$ cat config.mk
export PLATFORM = sky130hd
export DESIGN_NAME = prio_arbiter_seq_flat
export DESIGN_NICKNAME = d
export VERILOG_FILES = /design/src/rtl/prio_arbiter_seq_if.sv /design/src/rtl/prio_arbiter_seq.sv /design/src/flat_wrapper.sv
export SDC_FILE = /design/constraint.sdc
export NUM_CORES = 1
export LEC_CHECK = 0
export ABC_AREA = 1
export CORE_UTILIZATION = 30
export CTS_CLUSTER_SIZE = 8
export DETAILED_ROUTE_END_ITERATION = 12
export PLACE_DENSITY = 0.61
export SYNTH_ARGS = -nofsm -noshare
export SYNTH_HDL_FRONTEND = slang
export SYNTH_SLANG_ARGS = --single-unit
$ cat constraint.sdc
create_clock -name clk -period 3.3 [get_ports clk]
set_input_delay 0.99 -clock clk [delete_from_list [all_inputs] [get_ports clk]]
set_output_delay 0.99 -clock clk [all_outputs]
set_load 0.01 [all_outputs]
$ cat src/rtl/prio_arbiter_seq_if.sv
// Handshake bundle between the request sources, the priority arbiter and its single consumer.
// The arbiter side uses the slave modport; whoever drives requests and accepts grants uses master.
interface prio_arbiter_seq_if #(
    parameter int N     = 8,
    parameter int CNT_W = 16
);
    localparam int IDX_W = ($clog2(N) > 1) ? $clog2(N) : 1;

    logic [N-1:0]     req;
    logic             rr_mode;
    logic             grant_ready;
    logic             grant_valid;
    logic [IDX_W-1:0] grant_idx;
    logic [N-1:0]     grant_onehot;
    logic [CNT_W-1:0] grant_count;

    modport master (
        output req,
        output rr_mode,
        output grant_ready,
        input  grant_valid,
        input  grant_idx,
        input  grant_onehot,
        input  grant_count
    );

    modport slave (
        input  req,
        input  rr_mode,
        input  grant_ready,
        output grant_valid,
        output grant_idx,
        output grant_onehot,
        output grant_count
    );
endinterface

$ cat src/rtl/prio_arbiter_seq.sv
// Registered N-input priority arbiter with valid/ready grant handshake and accepted-grant counter.
// Define PRIO_ARB_RR_EN to build the round-robin search and last-grant pointer; otherwise fixed priority only.
//
//   state | meaning
//   ------+---------------------------------------------------------------
//   IDLE  | no grant pending, grant_valid = 0, arbitrating every edge
//   HOLD  | grant pending and frozen until grant_valid & grant_ready
module prio_arbiter_seq #(
    parameter int N     = 8,
    parameter int CNT_W = 16
) (
    input  logic               clk,
    input  logic               rst,
    prio_arbiter_seq_if.slave  bus
);
    localparam int IDX_W = ($clog2(N) > 1) ? $clog2(N) : 1;
    localparam logic [N-1:0] LSB_ONE = {{(N-1){1'b0}}, 1'b1};

    typedef enum logic {
        IDLE = 1'b0,
        HOLD = 1'b1
    } state_t;

    state_t           state_q;
    logic [IDX_W-1:0] grant_idx_q;
    logic [N-1:0]     grant_onehot_q;
    logic [CNT_W-1:0] grant_count_q;

    logic             win_found;
    logic [IDX_W-1:0] win_idx;

`ifdef PRIO_ARB_RR_EN
    logic [IDX_W-1:0] ptr_q;
    logic [IDX_W-1:0] arb_base;
    int               rr_pos;

    // On acceptance the pointer is about to become grant_idx, so search from there already.
    assign arb_base = (state_q == HOLD) ? grant_idx_q : ptr_q;
`else
    logic unused_rr_mode;
    assign unused_rr_mode = bus.rr_mode;
`endif

    always_comb begin
        win_found = 1'b0;
        win_idx   = '0;
`ifdef PRIO_ARB_RR_EN
        rr_pos    = 0;
        if (bus.rr_mode) begin
            // Ascending search starting just after the last winner, wrapping at N.
            for (int k = 0; k < N; k++) begin
                rr_pos = int'(arb_base) + 1 + k;
                if (rr_pos >= N) begin
                    rr_pos = rr_pos - N;
                end
                if (!win_found && (|(bus.req & (LSB_ONE << rr_pos)))) begin
                    win_found = 1'b1;
                    win_idx   = IDX_W'(rr_pos);
                end
            end
        end else
`endif
        begin
            for (int i = 0; i < N; i++) begin
                if (|(bus.req & (LSB_ONE << i))) begin
                    win_found = 1'b1;
                    win_idx   = IDX_W'(i);
                end
            end
        end
    end

    always_ff @(posedge clk or posedge rst) begin
        if (rst) begin
            state_q        <= IDLE;
            grant_idx_q    <= '0;
            grant_onehot_q <= '0;
            grant_count_q  <= '0;
`ifdef PRIO_ARB_RR_EN
            ptr_q          <= IDX_W'(N - 1);
`endif
        end else begin
            case (state_q)
                IDLE: begin
                    if (win_found) begin
                        state_q        <= HOLD;
                        grant_idx_q    <= win_idx;
                        grant_onehot_q <= LSB_ONE << win_idx;
                    end
                end
                HOLD: begin
                    if (bus.grant_ready) begin
                        grant_count_q <= grant_count_q + CNT_W'(1);
`ifdef PRIO_ARB_RR_EN
                        ptr_q         <= grant_idx_q;
`endif
                        if (win_found) begin
                            grant_idx_q    <= win_idx;
                            grant_onehot_q <= LSB_ONE << win_idx;
                        end else begin
                            state_q        <= IDLE;
                            grant_onehot_q <= '0;
                        end
                    end
                end
                default: begin
                    state_q        <= IDLE;
                    grant_onehot_q <= '0;
                end
            endcase
        end
    end

    assign bus.grant_valid  = (state_q == HOLD);
    assign bus.grant_idx    = grant_idx_q;
    assign bus.grant_onehot = grant_onehot_q;
    assign bus.grant_count  = grant_count_q;

    a_onehot_matches_idx: assert property (@(posedge clk) disable iff (rst)
        bus.grant_valid |-> (bus.grant_onehot == (LSB_ONE << bus.grant_idx)));

    a_onehot_clear_when_idle: assert property (@(posedge clk) disable iff (rst)
        !bus.grant_valid |-> (bus.grant_onehot == '0));

    a_idx_in_range: assert property (@(posedge clk) disable iff (rst)
        bus.grant_valid |-> (int'(bus.grant_idx) < N));
endmodule

$ cat src/flat_wrapper.sv
// flat-port wrapper written by rule: the top's interface ports become plain ports
module prio_arbiter_seq_flat 
#(
    parameter int N     = 8,
    parameter int CNT_W = 16
)
  (clk, rst, bus_req, bus_rr_mode, bus_grant_ready, bus_grant_valid, bus_grant_idx, bus_grant_onehot, bus_grant_count);
  prio_arbiter_seq_if #(.N(N), .CNT_W(CNT_W)) bus_i ();
  input  logic clk;
  input  logic rst;
  input wire logic [$bits(bus_i.req)-1:0] bus_req;
  input wire logic [$bits(bus_i.rr_mode)-1:0] bus_rr_mode;
  input wire logic [$bits(bus_i.grant_ready)-1:0] bus_grant_ready;
  output wire logic [$bits(bus_i.grant_valid)-1:0] bus_grant_valid;
  output wire logic [$bits(bus_i.grant_idx)-1:0] bus_grant_idx;
  output wire logic [$bits(bus_i.grant_onehot)-1:0] bus_grant_onehot;
  output wire logic [$bits(bus_i.grant_count)-1:0] bus_grant_count;
  assign bus_i.req = bus_req;
  assign bus_i.rr_mode = bus_rr_mode;
  assign bus_i.grant_ready = bus_grant_ready;
  assign bus_grant_valid = bus_i.grant_valid;
  assign bus_grant_idx = bus_i.grant_idx;
  assign bus_grant_onehot = bus_i.grant_onehot;
  assign bus_grant_count = bus_i.grant_count;
  prio_arbiter_seq #(.N(N), .CNT_W(CNT_W)) u_core (.clk(clk), .rst(rst), .bus(bus_i));
endmodule
==> reports/results.md <==
### Run status
• **outcome** finished, final reports clean

### Synth
• **leading cell types by total area after synthesis** dfrtp_1 51%, nand2_1 13%, inv_1 6.2%
• **cell area after technology mapping** 0.00139 sq mm
• **Yosys top cell by area** dfrtp_1
• **syn_area_per_cell** 8.45 sq um
• **proportion of register bits with asynchronous set or reset after synthesis** 100%
• **register bit total from synthesis** 28
• **total nets after synthesis** 177
• **area share of the leading cell type in the synthesized netlist** 50.5%
• **number of warnings printed during yosys synthesis** 0
• **commonest cells in the synthesized netlist** 49 x nand2_1, 28 x dfrtp_1, 23 x inv_1, 18 x nor2_1, 11 x nand3_1
• **sequential share of the synthesized area** 50.5%
• **number of enable-type register cells in the synthesized netlist** 0
• **most frequently used flop master after synthesis** dfrtp_1
• **number of unique standard cell types used by synthesis** 19
• **Syn Inst Count** 164
• **leading cell type by number of instances after synthesis** nand2_1

### Global route
• **initial antenna violation count** 0
• **number of global-route vias before repair** 1097
• **maximum number of pins on one net before global-route repair** 29
• **global-route usage over all layers** 12.6%
• **first-pass GRT wire length** 4970 um
• **remaining global-route overflow** 0

### CTS
• **CTS Hold Buffers Added** 0
• **post-CTS setup-driven buffer insertion count** 0
• **library cell used as clock root buffer** clkbuf_8
• **Resized Gates After CTS** 0
• **Worst-Skew Late Latency** 0.27 ns
• **Bufs on Longest Clock Path** 2
• **clock tree from TritonCTS** done
• **Num CTS Buffers** 3
• **Clock transition at path regs** 0.09 ns
• **clk sink count** 28
• **deepest level of the CTS H-tree** 1

### Job
• **# Max-Cap Violations** 0

### Critical path
• **Critical-path top delay cell** clkdlybuf4s50_1
• **Worst Setup Path Type** register to output port
• **Setup crit start** u_core.bus.grant_count[5]
• **kind of capture point of the worst setup path** output port
• **crit start category** register
• **worst r2r src** u_core.bus.grant_count[0]
• **delay of the slowest cell on the worst path** 0.58 ns
• **required time at the worst-slack endpoint** 2.31 ns
• **register-to-register path setup slack** 1.94 ns
• **Cell Chain, Critical Path** clkdlybuf4s50_1
• **Levels on crit path** 1
• **Arrival @ worst endpoint** 1.32 ns
• **sum of buffers and inverters on the critical path** 1
• **Worst Path Max Fanout** 6
• **cell depth of the worst flop-to-flop path** 7
• **cell class contributing the biggest share of worst-path delay** buffers and inverters

### Drt
• **average vias per placed instance** 4.43
• **total number of vias** 1147
• **post-route ant nets** 0
• **routed wire length** 2700 um
• **drt pass-1 iters** 6
• **Wirelength per Cell** 10.4 um
• **DRC violations left** 0
• **initial DRC count** 41

### STA
• **number of max-slew violations in the final report** 0
• **Layout Skew** 0.00569 ns
• **top achievable clock speed** 0.433 GHz
• **setup repair after global routing missed its margin** no
• **slew at the pin closest to its max-slew limit** 0.356 ns
• **final setup fails** 0
• **final hold violation count** 0
• **period utilisation layout** 70.0%
• **final critical delay including setup and external delays** 2.31 ns
• **Total Neg Setup Slack** 0 ns
• **Max-Slew Margin vs Limit** 76.3%

### Power
• **power per cell area** 482 mW/mm^2
• **Leakage** 0.896 nW
• **worst vdd rail ir drop** 0.318 mV

### Placement
• **gpl congestion** 0.800
• **post-placement cell count** 255
• **# port buffers** 38
• **DP Wirelength** 2120 um

### Min path
• **Worst Hold Depth** 1
• **worst min-delay path class** register to register
• **beginning of the worst hold path** u_core.bus.grant_count[15]

### Finish
• **Final Util** 43.2%
• **P&R area growth vs syn** 36.6%
• **Total Nets Final** 221
• **final standard cell count with taps included and fillers excluded** 259
• **layout cell share with drive strength beyond 1** 9.18%
• **ANT cells** 0

### Floorplan
• **width of the die** 70.0 um
• **die span in y** 70.0 um
• **core box area** 0.00438 sq mm
• **Die Outline Area** 0.00490 sq mm
• **count of pins on the block boundary** 40
• **effective utilization at floorplan** 31.6%
• **number of standard-cell rows in the floorplan** 24

-- cell usage in the layout (no fill, tap or decap), drive strengths merged --
| master | instances |
|---|---|
| nand4 | 4 |
| nand2 | 55 |
| clkbuf | 4 |
| xnor2 | 4 |
| buf | 1 |
| xor2 | 4 |
| nand3 | 12 |
| nor3 | 2 |
| a21o | 1 |
| nor2 | 22 |
| dfrtp | 28 |
| clkdlybuf4s50 | 38 |
| a31oi | 1 |
| inv | 23 |
| o21ai | 4 |
| ha | 1 |
| a21oi | 3 |
-- registers in the layout, summed over array words and instances, names as in the netlist --
register                 cells
u_core.bus.grant_count      16
u_core.bus.grant_idx         3
u_core.bus.grant_onehot      8
u_core.bus.grant_valid       1
-- cell type report --
class	count	area, sq um
inverters	23	86.3
clock buffers	4	55.1
flip-flops and latches	28	701
fillers	460	2490
well taps	52	65.1
repair buffers	39	388
multi-input cells	113	599
-- power by group --
part,internal (mW),switching [mW],total (mW)
clock network,0.107,0.102,0.208
registers,0.389,0.0630,0.452
logic,0.133,0.119,0.252
-- worst paths after layout --
| kind | end |
|---|---|
| max reg2reg | u_core.bus.grant_count[10] |
| min | u_core.bus.grant_count[15] |
| max in group asynchronous | u_core.bus.grant_idx[0] |
| min in group asynchronous | u_core.bus.grant_count[2] |
| max | bus_grant_count[5] |
| min reg2reg | u_core.bus.grant_count[15] |
-- cell families after synthesis --
logic type / share of synthesized area, %
AOI/OAI and AO/OA: 3.61
and+or+nand+nor: 33.7
DFF: 50.5
xor gates and xnor gates: 5.05
buffers and inverters: 6.23
adders and majority gates: 0.902
-- routing by layer --
layer | up-vias | GRT usage, % | part of all wire, %
met3 | 4 | 3.75 | 4.7
met4 | 0 | 3.33 | 1.1
met2 | 29 | 18.9 | 43
li1 | 600 | - | -
met1 | 514 | 17.7 | 51
met5 | - | 0 | 0
-- per-stage QoR --
stage	worst slack (ns)	area, sq um	power [mW]	hold WS (ns)
2_1_floorplan	1.54	1390	0.584	0.507
3_3_place_gp	0.910	1840	0.711	0.459
3_5_place_dp	0.890	1840	0.716	0.464
4_1_cts	0.966	1890	0.927	0.480
5_1_grt	0.898	1890	0.972	0.485
6_report	0.989	1890	0.912	0.472
(Power assumes the default switching activity.)
